[src/rtl/wisc_isa_pkg.sv]
// Shared WISC ISA definitions for the program loader and instruction packer.
// Holds opcode constants, loader error codes, the loader state enum and the
// packed field bundle handed to the packer.
package wisc_isa_pkg;

    localparam int unsigned WORD_W = 16;
    localparam int unsigned IMM_W  = 16;

    // Opcodes (instruction bits [15:12])
    localparam logic [3:0] OP_ADD    = 4'h0;
    localparam logic [3:0] OP_SUB    = 4'h1;
    localparam logic [3:0] OP_XOR    = 4'h2;
    localparam logic [3:0] OP_RED    = 4'h3;
    localparam logic [3:0] OP_SLL    = 4'h4;
    localparam logic [3:0] OP_SRA    = 4'h5;
    localparam logic [3:0] OP_ROR    = 4'h6;
    localparam logic [3:0] OP_PADDSB = 4'h7;
    localparam logic [3:0] OP_LW     = 4'h8;
    localparam logic [3:0] OP_SW     = 4'h9;
    localparam logic [3:0] OP_LLB    = 4'hA;
    localparam logic [3:0] OP_LHB    = 4'hB;
    localparam logic [3:0] OP_B      = 4'hC;
    localparam logic [3:0] OP_BR     = 4'hD;
    localparam logic [3:0] OP_PCS    = 4'hE;
    localparam logic [3:0] OP_HLT    = 4'hF;

    // Loader error codes
    localparam logic [1:0] ERR_NONE  = 2'd0;
    localparam logic [1:0] ERR_RANGE = 2'd1;
    localparam logic [1:0] ERR_OVF   = 2'd2;

    typedef enum logic [2:0] {
        ST_IDLE  = 3'd0,
        ST_LOAD  = 3'd1,
        ST_DRAIN = 3'd2,
        ST_DONE  = 3'd3,
        ST_ERR   = 3'd4
    } ld_state_e;

    // Structured instruction fields as presented by the loader's source
    typedef struct packed {
        logic [3:0]       op;
        logic [3:0]       rd;
        logic [3:0]       rs;
        logic [3:0]       rt;
        logic [2:0]       cond;
        logic [IMM_W-1:0] imm;
    } instr_fields_t;

    // True when v fits in a two's-complement field whose sign bit is v[msb]
    function automatic logic fits_signed(input logic [IMM_W-1:0] v, input int unsigned msb);
        logic ok;
        ok = 1'b1;
        for (int unsigned i = 0; i < IMM_W; i++) begin
            if (i > msb && v[i] != v[msb]) ok = 1'b0;
        end
        return ok;
    endfunction

endpackage

[src/rtl/wisc_instr_pack.sv]
// Combinational WISC instruction encoder: the exact inverse of decode.
// Ports:
//   fields    - op/rd/rs/rt/cond/imm bundle
//   word      - encoded 16-bit instruction
//   range_err - immediate does not fit (or misaligned) for this opcode
module wisc_instr_pack
    import wisc_isa_pkg::*;
(
    input  instr_fields_t       fields,
    output logic [WORD_W-1:0]   word,
    output logic                range_err
);

    always_comb begin
        word      = '0;
        range_err = 1'b0;
        case (fields.op)
            OP_ADD, OP_SUB, OP_XOR, OP_RED, OP_PADDSB: begin
                word = {fields.op, fields.rd, fields.rs, fields.rt};
            end
            OP_SLL, OP_SRA, OP_ROR: begin
                word      = {fields.op, fields.rd, fields.rs, fields.imm[3:0]};
                range_err = |fields.imm[15:4];
            end
            OP_LW: begin
                word      = {fields.op, fields.rd, fields.rs, fields.imm[4:1]};
                range_err = fields.imm[0] | ~fits_signed(fields.imm, 4);
            end
            // Store-data register sits where rd would be
            OP_SW: begin
                word      = {fields.op, fields.rt, fields.rs, fields.imm[4:1]};
                range_err = fields.imm[0] | ~fits_signed(fields.imm, 4);
            end
            OP_LLB, OP_LHB: begin
                word      = {fields.op, fields.rd, fields.imm[7:0]};
                range_err = |fields.imm[15:8];
            end
            OP_B: begin
                word      = {fields.op, fields.cond, fields.imm[9:1]};
                range_err = fields.imm[0] | ~fits_signed(fields.imm, 9);
            end
            OP_BR: begin
                word = {fields.op, fields.cond, 1'b0, fields.rs, 4'h0};
            end
            OP_PCS: begin
                word = {fields.op, fields.rd, 8'h00};
            end
            default: begin
                word = 16'hF000;
            end
        endcase
    end

endmodule

[src/rtl/wisc_prog_loader.sv]
// Streams encoded WISC instructions into instruction memory at consecutive
// halfword addresses starting at BASE_ADDR.
// Ports:
//   clk, rst         - clock, synchronous active-high reset
//   start            - begin a load (IDLE/DONE/ERR only)
//   in_valid/in_ready, in_op/rd/rs/rt/cond/imm, in_last - field bundle stream
//   mem_addr/mem_data/mem_wr - one-cycle memory write per accepted word
//   done, err, err_code      - completion / abort status (held until start)
//   word_count               - words written in the current load
// Build option: WISC_LOADER_RANGE_CHECK_EN makes out-of-range immediates
// abort the load; otherwise they are truncated and written.
module wisc_prog_loader
    import wisc_isa_pkg::*;
#(
    parameter int unsigned          ADDR_W    = 16,
    parameter logic [ADDR_W-1:0]    BASE_ADDR = '0,
    parameter int unsigned          MAX_WORDS = 256,
    localparam int unsigned         CNT_W     = $clog2(MAX_WORDS) + 1
) (
    input  logic                clk,
    input  logic                rst,
    input  logic                start,
    input  logic                in_valid,
    output logic                in_ready,
    input  logic [3:0]          in_op,
    input  logic [3:0]          in_rd,
    input  logic [3:0]          in_rs,
    input  logic [3:0]          in_rt,
    input  logic [2:0]          in_cond,
    input  logic [15:0]         in_imm,
    input  logic                in_last,
    output logic [ADDR_W-1:0]   mem_addr,
    output logic [15:0]         mem_data,
    output logic                mem_wr,
    output logic                done,
    output logic                err,
    output logic [1:0]          err_code,
    output logic [CNT_W-1:0]    word_count
);

`ifdef WISC_LOADER_RANGE_CHECK_EN
    localparam bit RANGE_CHECK_EN = 1'b1;
`else
    localparam bit RANGE_CHECK_EN = 1'b0;
`endif

    ld_state_e           state_q, state_d;
    logic                in_ready_q, in_ready_d;
    logic [ADDR_W-1:0]   mem_addr_q, mem_addr_d;
    logic [15:0]         mem_data_q, mem_data_d;
    logic                mem_wr_q, mem_wr_d;
    logic                done_q, done_d;
    logic                err_q, err_d;
    logic [1:0]          err_code_q, err_code_d;
    logic [CNT_W-1:0]    word_count_q, word_count_d;
    logic                ovf_q, ovf_d;

    instr_fields_t       fields;
    logic [15:0]         enc_word;
    logic                enc_range_err;
    logic                range_hit;
    logic                handshake;

    assign fields = '{op: in_op, rd: in_rd, rs: in_rs, rt: in_rt,
                      cond: in_cond, imm: in_imm};

    wisc_instr_pack u_pack (
        .fields    (fields),
        .word      (enc_word),
        .range_err (enc_range_err)
    );

    assign range_hit = RANGE_CHECK_EN & enc_range_err;
    // in_ready_q mirrors state_q == ST_LOAD
    assign handshake = in_ready_q & in_valid;

    // Next-state and registered-output logic
    always_comb begin
        state_d      = state_q;
        mem_addr_d   = mem_addr_q;
        mem_data_d   = mem_data_q;
        mem_wr_d     = 1'b0;
        done_d       = done_q;
        err_d        = err_q;
        err_code_d   = err_code_q;
        word_count_d = word_count_q;
        ovf_d        = ovf_q;

        case (state_q)
            ST_IDLE, ST_DONE, ST_ERR: begin
                if (start) begin
                    state_d      = ST_LOAD;
                    mem_addr_d   = BASE_ADDR;
                    word_count_d = '0;
                    done_d       = 1'b0;
                    err_d        = 1'b0;
                    err_code_d   = ERR_NONE;
                    ovf_d        = 1'b0;
                end
            end
            ST_LOAD: begin
                if (handshake) begin
                    if (range_hit) begin
                        state_d    = ST_ERR;
                        err_d      = 1'b1;
                        err_code_d = ERR_RANGE;
                    end else begin
                        mem_wr_d     = 1'b1;
                        mem_data_d   = enc_word;
                        // First word goes to BASE_ADDR, already loaded by start
                        mem_addr_d   = (word_count_q == '0) ? mem_addr_q
                                                            : mem_addr_q + ADDR_W'(2);
                        word_count_d = word_count_q + CNT_W'(1);
                        if (in_last || word_count_q == CNT_W'(MAX_WORDS - 1)) begin
                            state_d = ST_DRAIN;
                            ovf_d   = ~in_last;
                        end
                    end
                end
            end
            ST_DRAIN: begin
                if (ovf_q) begin
                    state_d    = ST_ERR;
                    err_d      = 1'b1;
                    err_code_d = ERR_OVF;
                end else begin
                    state_d = ST_DONE;
                    done_d  = 1'b1;
                end
            end
            default: begin
                state_d = ST_IDLE;
            end
        endcase

        in_ready_d = (state_d == ST_LOAD);
    end

    // State and output registers
    always_ff @(posedge clk) begin
        if (rst) begin
            state_q      <= ST_IDLE;
            in_ready_q   <= 1'b0;
            mem_addr_q   <= BASE_ADDR;
            mem_data_q   <= '0;
            mem_wr_q     <= 1'b0;
            done_q       <= 1'b0;
            err_q        <= 1'b0;
            err_code_q   <= ERR_NONE;
            word_count_q <= '0;
            ovf_q        <= 1'b0;
        end else begin
            state_q      <= state_d;
            in_ready_q   <= in_ready_d;
            mem_addr_q   <= mem_addr_d;
            mem_data_q   <= mem_data_d;
            mem_wr_q     <= mem_wr_d;
            done_q       <= done_d;
            err_q        <= err_d;
            err_code_q   <= err_code_d;
            word_count_q <= word_count_d;
            ovf_q        <= ovf_d;
        end
    end

    assign in_ready   = in_ready_q;
    assign mem_addr   = mem_addr_q;
    assign mem_data   = mem_data_q;
    assign mem_wr     = mem_wr_q;
    assign done       = done_q;
    assign err        = err_q;
    assign err_code   = err_code_q;
    assign word_count = word_count_q;

endmodule

[config.mk]
export PLATFORM = sky130hd
export DESIGN_NAME = wisc_prog_loader
export DESIGN_NICKNAME = d
export VERILOG_FILES = /design/src/rtl/wisc_isa_pkg.sv /design/src/rtl/wisc_instr_pack.sv /design/src/rtl/wisc_prog_loader.sv
export SDC_FILE = /design/constraint.sdc
export NUM_CORES = 1
export LEC_CHECK = 0
export BUFFER_PORTS_ARGS = -buffer_cell sky130_fd_sc_hd__clkbuf_2
export CORE_ASPECT_RATIO = 1.4
export CORE_MARGIN = 2
export CORE_UTILIZATION = 50
export DETAILED_ROUTE_END_ITERATION = 12
export PLACE_DENSITY = 0.8
export SLEW_MARGIN = 15
export SYNTH_ARGS = -nofsm -noshare
export SYNTH_HDL_FRONTEND = slang
export SYNTH_SLANG_ARGS = --single-unit
[constraint.sdc]
create_clock -name clk -period 2.11 [get_ports clk]
set_input_delay 0.1055 -clock clk [delete_from_list [all_inputs] [get_ports clk]]
set_output_delay 0.1055 -clock clk [all_outputs]
set_load 0.01 [all_outputs]
==> impl_metrics.env <==
export IMPL_fin_nets=428
export IMPL_ys_ff_latch=48
export IMPL_overflow=0
export IMPL_n_fill_cell=433
export IMPL_syn_area_sq_um=2530
export IMPL_hp_class="in2reg"
export IMPL_placed_cell_area_sq_um=2990
export IMPL_ctsHoldBuffers=0
export IMPL_hold_violations=0
export IMPL_yosys_area_top_type="dfxtp_1"
export IMPL_routabilityCongestion=0.898
export IMPL_antenna_cells=0
export IMPL_grt_start_max_net_pins=19
export IMPL_io_buffers=78
export IMPL_antenna_found_initial=0
export IMPL_p_sw_uw=465
export IMPL_tritoncts="built"
export IMPL_fmax_mhz=514
export IMPL_synth_top_area_frac=0.380
export IMPL_swShare=0.263
export IMPL_synth_top_cells_by_area="dfxtp_1 (38%), nand2_1 (5.6%), nor2_1 (5.3%)"
export IMPL_path_max_fanout=8
export IMPL_clkLatencyLatePin_ps=290
export IMPL_crit_path_cell_trace="nor3b_4 -> and3_1 -> o21ai_4 -> or4_1 -> a21oi_1"
export IMPL_area_growth_pct=22.2
export IMPL_first_pass_iters=6
export IMPL_ir_drop_mv=0.307
export IMPL_post_dp_hpwl_microns=4940
export IMPL_period_share=0.922
export IMPL_worstSetupStartpointType="flop"
export IMPL_drv_slew=0
export IMPL_drive_gt1_frac=0.286
export IMPL_pwr_share_seq=0.532
export IMPL_cts_resized=0
export IMPL_grt_pass1_vias=2345
export IMPL_avgSynthCellArea_sq_um=8.26
export IMPL_critPathMaxStageDelay_ps=500
export IMPL_leakagePower_uw=0.00126
export IMPL_core_area_sq_um=4840
export IMPL_grt_use_met3=0.0411
export IMPL_comb_power_share=0.156
export IMPL_cts_num_sinks=48
export IMPL_synth_distinct_cells=51
export IMPL_initial_core_util=0.522
export IMPL_clockBufferDepth=2
export IMPL_fin_skew_ps=4.08
export IMPL_setup_tns_final_ps=0
export IMPL_rr_worst_depth=5
export IMPL_viasPerCell=5.55
export IMPL_grt_pass1_wl_microns=10100
export IMPL_p_int_uw=1300
export IMPL_ys_warn_count=0
export IMPL_io_pins=87
export IMPL_drtIter0Drc=107
export IMPL_p_clk_frac=0.312
export IMPL_critPathArrivalTime_ps=2170
export IMPL_die_x_microns=64.1
export IMPL_cts_root_buf="clkbuf_8"
export IMPL_dieArea_sq_um=5650
export IMPL_htree_levels=2
export IMPL_cp_required_ps=2340
export IMPL_multiInputGateArea_sq_um=1460
export IMPL_outcome="finished, final reports clean"
export IMPL_worst_setup_path_end_kind="flop"
export IMPL_globalRouteTotalUtil=0.226
export IMPL_synth_edf_count=0
export IMPL_synth_seq_area_share=0.380
export IMPL_synth_flop_cell="dfxtp_1"
export IMPL_die_height_microns=88.1
export IMPL_hold_depth=3
export IMPL_fin_area_sq_um=3090
export IMPL_synthArstFlopShare=0
export IMPL_route_detailed_drc=0
export IMPL_fin_crit_ps=1940
export IMPL_wl_microns=6310
export IMPL_use_met1=0.219
export IMPL_finalSetupViolCount=0
export IMPL_synthCells=306
export IMPL_clk_pin_slew_ps=80
export IMPL_wire_per_inst_microns=14.1
export IMPL_regArea_sq_um=961
export IMPL_worstSetupPathType="reg2reg"
export IMPL_ant_nets=0
export IMPL_met2_usage=0.466
export IMPL_p_per_area_nw_per_um2=572
export IMPL_maxCapViolations=0
export IMPL_critPathSlowestCell="or4_1"
export IMPL_vias=2492
export IMPL_busiest_layer="met2"
export IMPL_num_rows=30
export IMPL_post_cts_buffers=0
export IMPL_cts_buffers=5
[cell families (layout without fill, tap and decap cells)]
group           Yosys count  in the layout  share of synthesized area
other cells               1              2                    0.00148
flops                    48             48                      0.380
buf+inv                  27            105                     0.0505
mux                       8              8                     0.0317
fa+ha+maj                 4              4                     0.0198
xor+xnor                 17             17                     0.0589
simple gates            114            114                      0.220
compound gates           87             87                      0.238
[stage by stage]
| step | utilization | total power (uW) | setup slack, ps | hold slack (ps) | cells |
|---|---|---|---|---|---|
| detailed placement | 0.617 | 1230 | 111 | 387 | 441 |
| floorplan | - | 1130 | 279 | 188 | 307 |
| global route | 0.638 | 1850 | -4.87 | 75.3 | 449 |
| CTS | 0.635 | 1780 | 92.0 | 75.9 | 449 |
| global placement | 0.617 | 1230 | 143 | 381 | 441 |
| finish | 0.638 | 1770 | 165 | 76.5 | 449 |
[layout make-up]
cell class	instances	area share
clock buffers	8	0.0292
repair buffers	89	0.153
inverters	8	0.00972
flip-flops and latches	48	0.311
well taps	64	0.0259
multi-input cells	232	0.471
[synth_stat cells (2+ instances only)]
cell type   n
buf_4       4
nor3_1      2
dfxtp_1    48
nor2_1     36
xor2_1      6
nand4_1     3
a21oi_1    24
a2111oi_2   6
xnor2_1    11
mux2i_1     8
nand2b_1    4
nor2b_1     6
a22oi_1     7
nand2_1    38
ha_1        4
clkbuf_1   10
nand3_1     6
a211oi_1    4
inv_1       8
o2111ai_1   2
a32o_1      3
a221oi_1    2
a31oi_1     3
buf_2       3
o21ai_0    19
and3_1      6
o211ai_1    4
o21ai_1     5
and4_1      2
[placed cells by master, fill, tap and decap left out, drive strengths merged, types with 7 or more instances in the layout]
master and instances:
a21oi 24, a22oi 7, buf 11, clkbuf 86, dfxtp 48, inv 8
mux2i 8, nand2 38, nand3 7, nor2 36, o21ai 25, xnor2 11
[state kept, by name (all words and copies together), names as in the netlist]
name / cells
mem_data: 16
mem_addr: 15
word_count: 9
state_q: 3
done: 1
err_code: 1
in_ready: 1
mem_wr: 1
ovf_q: 1
[worst max-delay path, delay by kind of cell (launching register included)]
| family | cells | cell delay [ps] |
|---|---|---|
| simple gates | 3 | 1150 |
| compound gates | 2 | 260 |
| flops | 1 | 460 |
[power groups by stage]
stage                     clock [uW]  combinational (uW)  sequential (uW)
final                            552                 275              940
after global routing             600                 303              943
after CTS                        568                 272              940
after detailed placement           0                 272              961
after global placement             0                 267              960
after floorplan                    0                 166              964
[worst paths after layout]
check	endpoint	start	slack (ps)
worst max-delay path	mem_addr[14]	state_q[0]	170
worst min-delay path	mem_data[11]	in_rd[3]	80
worst max register to register	mem_addr[14]	state_q[0]	170
worst min register to register	mem_data[11]	mem_data[11]	450
[per-layer routing]
layer,part of all wire,up-vias
li1,-,1239
met1,0.37,1141
met4,0.015,0
met2,0.55,103
met5,0,-
met3,0.068,9
Note: power is estimated with default switching activity, not from simulation.
